==> config.mk <==
export PLATFORM = sky130hd
export DESIGN_NAME = uart_tx_arbiter
export DESIGN_NICKNAME = d
export VERILOG_FILES = /design/src/rtl/uart_tx_arbiter_pkg.sv /design/src/rtl/uart_tx_arbiter_rr.sv /design/src/rtl/uart_tx_arbiter.sv
export SDC_FILE = /design/constraint.sdc
export NUM_CORES = 1
export LEC_CHECK = 0
export CAP_MARGIN = 20
export CORE_MARGIN = 1.5
export CORE_UTILIZATION = 45
export DETAILED_ROUTE_END_ITERATION = 6
export PLACE_DENSITY = 0.76
export SLEW_MARGIN = 20
export SYNTH_ARGS = -nofsm -noshare
export SYNTH_HDL_FRONTEND = slang
export SYNTH_HIERARCHICAL = 1
export SYNTH_SLANG_ARGS = --single-unit
export TNS_END_PERCENT = 10
==> constraint.sdc <==
create_clock -name user_clk -period 6.9 [get_ports user_clk]
set_input_delay 1.035 -clock user_clk [delete_from_list [all_inputs] [get_ports user_clk]]
set_output_delay 1.035 -clock user_clk [all_outputs]
set_load 0.01 [all_outputs]
==> src/rtl/uart_tx_arbiter_pkg.sv <==
// Shared definitions for the UART transmit arbiter: FSM state encoding and
// the width of the per-grant byte counter.
package uart_tx_arbiter_pkg;

   localparam int COUNT_W = 8;

   typedef enum logic [2:0] {
      IDLE      = 3'd0,
      LOAD      = 3'd1,
      START     = 3'd2,
      WAIT_BUSY = 3'd3,
      WAIT_DONE = 3'd4
   } state_e;

endpackage

==> src/rtl/uart_tx_arbiter_rr.sv <==
// Combinational round-robin picker: returns the first requester found when
// searching upward from ptr_i+1 (wrapping), as a one-hot vector plus index.
module rr_arbiter #(
   parameter int N  = 4,
   parameter int IW = (N > 1) ? $clog2(N) : 1
) (
   input  logic [N-1:0]  req_i,
   input  logic [IW-1:0] ptr_i,
   output logic [N-1:0]  gnt_o,
   output logic [IW-1:0] idx_o
);

   logic          found;
   int            cand;
   logic [IW-1:0] candIdx;

   // Scan N candidates starting after the pointer; the first hit wins.
   always_comb begin
      gnt_o   = '0;
      idx_o   = '0;
      found   = 1'b0;
      cand    = 0;
      candIdx = '0;
      for (int k = 1; k <= N; k++) begin
         cand    = (int'(ptr_i) + k) % N;
         candIdx = IW'(cand);
         if (!found && req_i[candIdx]) begin
            found          = 1'b1;
            gnt_o[candIdx] = 1'b1;
            idx_o          = candIdx;
         end
      end
   end

endmodule

==> src/rtl/uart_tx_arbiter.sv <==
// Shares one uart_tx serializer among N_REQ byte-stream requesters. A grant
// covers a whole frame (ended by req_last or by MAX_FRAME bytes) and rotates
// round-robin between frames. The uart_tx start/ready handshake is hidden
// behind a plain valid/ready byte interface per requester.
module uart_tx_arbiter
   import uart_tx_arbiter_pkg::*;
#(
   parameter int N_REQ     = 4,
   parameter int MAX_FRAME = 64
) (
   input  logic                 user_clk,
   input  logic                 rst,
   input  logic [N_REQ-1:0]     req_valid,
   input  logic [8*N_REQ-1:0]   req_data,
   input  logic [N_REQ-1:0]     req_last,
   output logic [N_REQ-1:0]     req_ready,
   output logic [N_REQ-1:0]     grant,
   output logic                 uart_start_tx,
   output logic [7:0]           uart_data,
   input  logic                 uart_ready,
   output logic                 frame_done,
   output logic                 frame_abort,
   output logic                 busy
);

   localparam int PTR_W = (N_REQ > 1) ? $clog2(N_REQ) : 1;
   localparam logic [COUNT_W-1:0] MAX_COUNT = COUNT_W'(MAX_FRAME);
   localparam logic [PTR_W-1:0]   PTR_INIT  = PTR_W'(N_REQ - 1);

   state_e             state_q, state_d;
   logic [N_REQ-1:0]   grant_q, grant_d;
   logic [PTR_W-1:0]   ptr_q, ptr_d;
   logic [7:0]         data_q, data_d;
   logic               last_q, last_d;
   logic [COUNT_W-1:0] count_q, count_d;
   logic               done_q, done_d;
   logic               abort_q, abort_d;

   logic [N_REQ-1:0]   pickGnt;
   logic [PTR_W-1:0]   pickIdx;
   logic               selValid;
   logic               selLast;
   logic [7:0]         selData;

   rr_arbiter #(
      .N  (N_REQ),
      .IW (PTR_W)
   ) u_rr (
      .req_i (req_valid),
      .ptr_i (ptr_q),
      .gnt_o (pickGnt),
      .idx_o (pickIdx)
   );

   // Route the current owner's valid/last/data onto a single byte lane.
   always_comb begin
      selValid = 1'b0;
      selLast  = 1'b0;
      selData  = 8'h00;
      for (int i = 0; i < N_REQ; i++) begin
         if (grant_q[i]) begin
            selValid = req_valid[i];
            selLast  = req_last[i];
            selData  = req_data[8*i +: 8];
         end
      end
   end

   // Next-state logic: grant, load a byte, pulse start, then follow uart_ready low and back high.
   always_comb begin
      state_d = state_q;
      grant_d = grant_q;
      ptr_d   = ptr_q;
      data_d  = data_q;
      last_d  = last_q;
      count_d = count_q;
      done_d  = 1'b0;
      abort_d = 1'b0;
      case (state_q)
         IDLE: begin
            if ((|req_valid) && uart_ready) begin
               grant_d = pickGnt;
               ptr_d   = pickIdx;
               state_d = LOAD;
            end
         end
         LOAD: begin
            if (selValid) begin
               data_d  = selData;
               last_d  = selLast;
               count_d = count_q + COUNT_W'(1);
               state_d = START;
            end
         end
         START: begin
            state_d = WAIT_BUSY;
         end
         WAIT_BUSY: begin
            if (!uart_ready) begin
               state_d = WAIT_DONE;
            end
         end
         WAIT_DONE: begin
            if (uart_ready) begin
               if (last_q) begin
                  done_d  = 1'b1;
                  grant_d = '0;
                  count_d = '0;
                  state_d = IDLE;
               end else if (count_q == MAX_COUNT) begin
                  abort_d = 1'b1;
                  grant_d = '0;
                  count_d = '0;
                  state_d = IDLE;
               end else begin
                  state_d = LOAD;
               end
            end
         end
         default: begin
            state_d = IDLE;
            grant_d = '0;
            count_d = '0;
         end
      endcase
   end

   // State registers with synchronous reset; a partial frame is simply dropped.
   always_ff @(posedge user_clk) begin
      if (rst) begin
         state_q <= IDLE;
         grant_q <= '0;
         ptr_q   <= PTR_INIT;
         data_q  <= 8'h00;
         last_q  <= 1'b0;
         count_q <= '0;
         done_q  <= 1'b0;
         abort_q <= 1'b0;
      end else begin
         state_q <= state_d;
         grant_q <= grant_d;
         ptr_q   <= ptr_d;
         data_q  <= data_d;
         last_q  <= last_d;
         count_q <= count_d;
         done_q  <= done_d;
         abort_q <= abort_d;
      end
   end

   assign grant         = grant_q;
   assign uart_data     = data_q;
   assign uart_start_tx = (state_q == START);
   assign busy          = (state_q != IDLE);
   assign frame_done    = done_q;
   assign frame_abort   = abort_q;
   assign req_ready     = (state_q == LOAD) ? (grant_q & req_valid) : '0;

endmodule

[Word-level counts from Yosys, hierarchy flattened]
Index checks and enable logic that the tools add are counted.
W data, S select, Z words.
Word-level totals
  flip-flop bits (word level): 28
  output and inout bits: 20
  logic and storage cells: 121
Operators by class
  add/sub/neg operators: 5
  order comparisons: 8
  equal/unequal tests: 10
  muxes and demuxes: 59
  bitwise logic cells: 8
  reductions and logical operators: 23
Operators with widths (number)
  $mux W8: 8
  $mux W4: 9
  $pmux W8 S3: 1
  $mux W1: 23
  $pmux W3 S5: 1
  $lt A2 B3 Y1 const B: 4
  $mux W3: 4
  $or A4 B4 Y4: 3
  $pmux W4 S3: 1
  $reduce_and A4 Y1: 3
  $reduce_or A3 Y1: 3
  $add A8 B1 Y8 const B: 1
  $bmux W1 S2: 4
  $demux W1 S2: 4
  $eq A8 B7 Y1 const B: 1
  $ge A2 B1 Y1 const B: 4
  $logic_and A1 B1 Y1: 8
  $mux W2: 4
  $ne A2 B2 Y1 const B: 4
  $reduce_or A4 Y1: 2
  $eq A3 B2 Y1 const B: 2
  $add A2 B1 Y2 const B: 2
  $add A2 B2 Y2 const B: 2
  $and A4 B4 Y4: 1
  other kinds (8): 14

[Depth between registers and ports, before layout]
  depth in word-level cells: 15
  depth in mapped cells: 11
  mapped depth without buffers: 9

[Cells and area by module]
The synthesis kept the hierarchy.
Modules (own cells, without submodules)
  uart_tx_arbiter: times used 1, cells each 210, area each 1671.6 µm², sequential area each 560.5 µm²
  rr_arbiter: times used 1, cells each 68, area each 545.5 µm², sequential area each 0.0 µm²

[Least setup slack after synthesis]
No wires, ideal clock.
  path kind: in2reg
  start point: in req_valid[1]
  end point: reg grant_q[2] (netlist: grant[2])
  library setup time: 0.129 ns
  arrival time: 2.436 ns
  slack: 4.335 ns
  cell stages on the path: 8
  cell sequence: buf_4 > mux4_2 > nand2_1 > o21ai_0 > a221o_2 > mux2i_1 > a2bb2oi_1 > nor2_1
Between the ends
  word-level cells in the longest chain between the ends: 14
  elaborated cells between the ends (all ways): 30
  those cells by class: eq/ne: 1; mux: 17; bitwise: 3; reduce/logical: 9
RTL lines
  start: declaration: line uart_tx_arbiter.sv:13  | input logic [N_REQ-1:0] req_valid,
  $bmux W1 S2: line uart_tx_arbiter_rr.sv:27  | if (!found && req_i[candIdx]) begin
  $mux W1 (implied by the code): line uart_tx_arbiter_rr.sv:27
  $mux W1: line uart_tx_arbiter_rr.sv:27
  $logic_not A1 Y1: line uart_tx_arbiter_rr.sv:27
  $logic_and A1 B1 Y1: line uart_tx_arbiter_rr.sv:27
  $mux W1: line uart_tx_arbiter_rr.sv:27
  $logic_not A1 Y1: line uart_tx_arbiter_rr.sv:27
  $logic_and A1 B1 Y1: line uart_tx_arbiter_rr.sv:27
  $mux W1: line uart_tx_arbiter_rr.sv:27
  $logic_not A1 Y1: line uart_tx_arbiter_rr.sv:27
  $logic_and A1 B1 Y1: line uart_tx_arbiter_rr.sv:27
  $mux W4 *: line uart_tx_arbiter_rr.sv:27
  named net pickGnt[2]: line uart_tx_arbiter.sv:39  | logic [N_REQ-1:0] pickGnt;
  $mux W4 *: line uart_tx_arbiter.sv:81  | if ((|req_valid) && uart_ready) begin
  $pmux W4 S3 *: line uart_tx_arbiter.sv:79  | case (state_q)
  end signal: assignment: line uart_tx_arbiter.sv:141  | grant_q <= grant_d;
  end: declaration: line uart_tx_arbiter.sv:31  | logic [N_REQ-1:0] grant_q, grant_d;
Mark *: on every way through the listed nets, which the timed path passes. The rest lies on a longest branch. The select of a mux whose other input is x is not followed.
A chain may end at the register's enable or synchronous reset.

[Final worst setup path]
  start point: in req_valid[0]
  end point: out req_ready[0]
Between the ends
  word-level cells in the longest chain between the ends: 2
RTL lines
  $and A4 B4 Y4: line uart_tx_arbiter.sv:157  | assign req_ready = (state_q == LOAD) ? (grant_q & req_valid) : '0;
  $mux W4: line uart_tx_arbiter.sv:157
  end: declaration: line uart_tx_arbiter.sv:16  | output logic [N_REQ-1:0] req_ready,
Every way passes these cells.

==> out/results.ini <==
[global_route]
grt_pass1_vias=1939
grt_start_max_net_pins=28
antenna_found_initial=0
grt_pass1_wl_mm=9.67
grt_usage=0.230
overflow=0

[sta]
rsz0062_at_grt=false
max_slew_margin=0.284
period_needed_ns=3.64
worst_pin_slew_ns=1.07
hold_violations=0
fmax_ghz=0.275
setup_tns_ns=0
timing.hold.ws_ns=0.501
fin_ws_ns=3.26
post-route-period-util=0.528
drv_slew=0
setup_viol=0
fin_skew_ns=0.00912

[drt]
drc=0
routed_wl_mm=5.99
dr.first_iter.drc_count=208
ant_nets=0
dr.pass1.iters=4
vias_per_cell=5.77
post_drt_wl_per_cell_um=15.4
vias=2249

[clock_tree]
cts-root-buf=clkbuf_8
clkSinkCount=28
cts_resized=0
clkTransAtPathRegs_ns=0.09
holdBufCountCts=0
insertion_delay_ns=0.29
cts_tree=built
cts_buffer_depth=2
postCtsSetupRepairBufs=0
cts_buffers=3
htree_levels=1

[final_layout]
fin_util=0.603
final_area_um2=2850
fin_nets=377
num_antenna_cells=0
layout_common_cells=clkdlybuf4s50_1, dfxtp_1, nand2_1
drive_gt1_frac=0.0650
area_delta_synth_final_pct=28.4
final_common_cell=clkdlybuf4s50_1
fin_cells=390
nFillCells=415

[placed_design]
port_buffers=62
dpl.hpwl_mm=4.31
gp_congestion=0.813
placed_cell_area_um2=2790
dp_cells=386
place_ws_ns=3.28

[die]
start_util=0.469
fp.dieArea_um2=5360
pin_count=63
die_w_um=73.2
core_um2=4720
rows=25
die_y_um=73.2

[setup_path]
r2r_cells=9
cp-endpoint=req_ready[0]
crit_type=input port to output pin
required_ns=5.86
reg2reg_to=grant[2]
rrSetupSlack_ns=3.92
endpoint_kind=output pin
crit_arrival_ns=2.61
worstSetupStartpoint=req_valid[0]
reg2reg_from=ptr_q[0]
path_max_fanout=15
startpoint_type=input port

[synth]
synth_enable_flop_cells=0
synth_warnings=6
async_reset_ff_frac=0
netlist-cell-type-count=55
synth_area_um2=2220
syn-instance-count=278
ys_seq_area_frac=0.253
synth_top_area_cell=dfxtp_1
syn-num-nets=331
synth-seq-cells=28
synth_flop_cell=dfxtp_1
synth.top_cell.area_share=0.253
synth_area_leaders=dfxtp_1, ha_1, nor2b_1, a221oi_1, a21oi_1
synth.avg_cell_area_um2=7.98

[run_status]
status=finished clean

[power_and_ir_drop]
netSwitchingFraction=0.358
p_int_mw=0.333
pwr-share-clk=0.203
comb_power_share=0.409
p_switching_mw=0.186
cellPowerDensity_nw_per_um2=182
power_frac_seq=0.387
power.total_mw=0.518
power.leakage_nw=1.00
vdd_drop_max_mv=0.0821

[hold_path]
hold_class=flop to flop

[job]
drv_cap=0

cells in the mapped netlist (3+ instances only):
library cell	count
a21oi_1	20
inv_1	12
and3_1	6
a311oi_1	3
nand2b_1	4
nand2_1	26
mux2i_1	6
nor2b_1	17
nor2_1	25
ha_1	10
a221o_2	4
buf_4	3
a211oi_1	13
nor3_1	16
buf_6	5
a221oi_1	12
a22oi_1	3
o21ai_0	11
clkbuf_1	10
dfxtp_1	28
layout make-up:
| cell class | instances | area, µm² | area share |
|---|---|---|---|
| Clock buffer | 4 | 55.1 | 0.0193 |
| Inverter | 12 | 45.0 | 0.0158 |
| Multi-Input combinational cell | 217 | 1480 | 0.521 |
| Sequential cell | 28 | 561 | 0.197 |
| Tap cell | 67 | 83.8 | 0.0294 |
| Timing Repair Buffer | 62 | 621 | 0.218 |
critical path, stage by stage:
cell and delay [ns]:
clkdlybuf4s50_1 0.79, and3_1 0.25, clkdlybuf4s50_1 0.54
kinds of logic after synthesis:
logic type	Yosys count	share of synthesized area
and+or+nand+nor	113	0.275
adders and majority gates	10	0.0564
DFF	28	0.253
muxes	9	0.0525
buffers and inverters	33	0.0784
AOI/OAI and AO/OA	85	0.285
registers in the layout (all words and copies together), names as in the netlist:
signal,count
count_q,8
frame_abort,1
frame_done,1
grant,4
last_q,1
ptr_q,2
state_q,3
uart_data,8
power by group through the flow:
stage                     logic [mW]  registers (mW)  clock network (mW)
after floorplan                0.153           0.194                   0
after global placement         0.207           0.204                   0
after detailed placement       0.210           0.204                   0
after CTS                      0.211           0.200               0.108
after global routing           0.235           0.205               0.114
final                          0.212           0.201               0.105
how the worst min path moves through the flow:
| stage | start | to | slack (ns) | cells after the start |
|---|---|---|---|---|
| finish | uart_data[4] | uart_data[4] | 0.50 | 2 |
| global route | uart_data[3] | uart_data[3] | 0.54 | 2 |
| CTS | uart_data[4] | uart_data[4] | 0.51 | 2 |
| detailed placement | uart_data[4] | uart_data[4] | 0.49 | 2 |
| global placement | count_q[7] | count_q[7] | 0.48 | 2 |
| floorplan | count_q[7] | count_q[7] | 0.46 | 2 |
metal layers:
metal	wire length [µm]	global-route usage
met5	0	0
met3	183	0.0235
met4	147	0.0922
met2	2780	0.343
met1	2880	0.336
(Power assumes the default switching activity.)
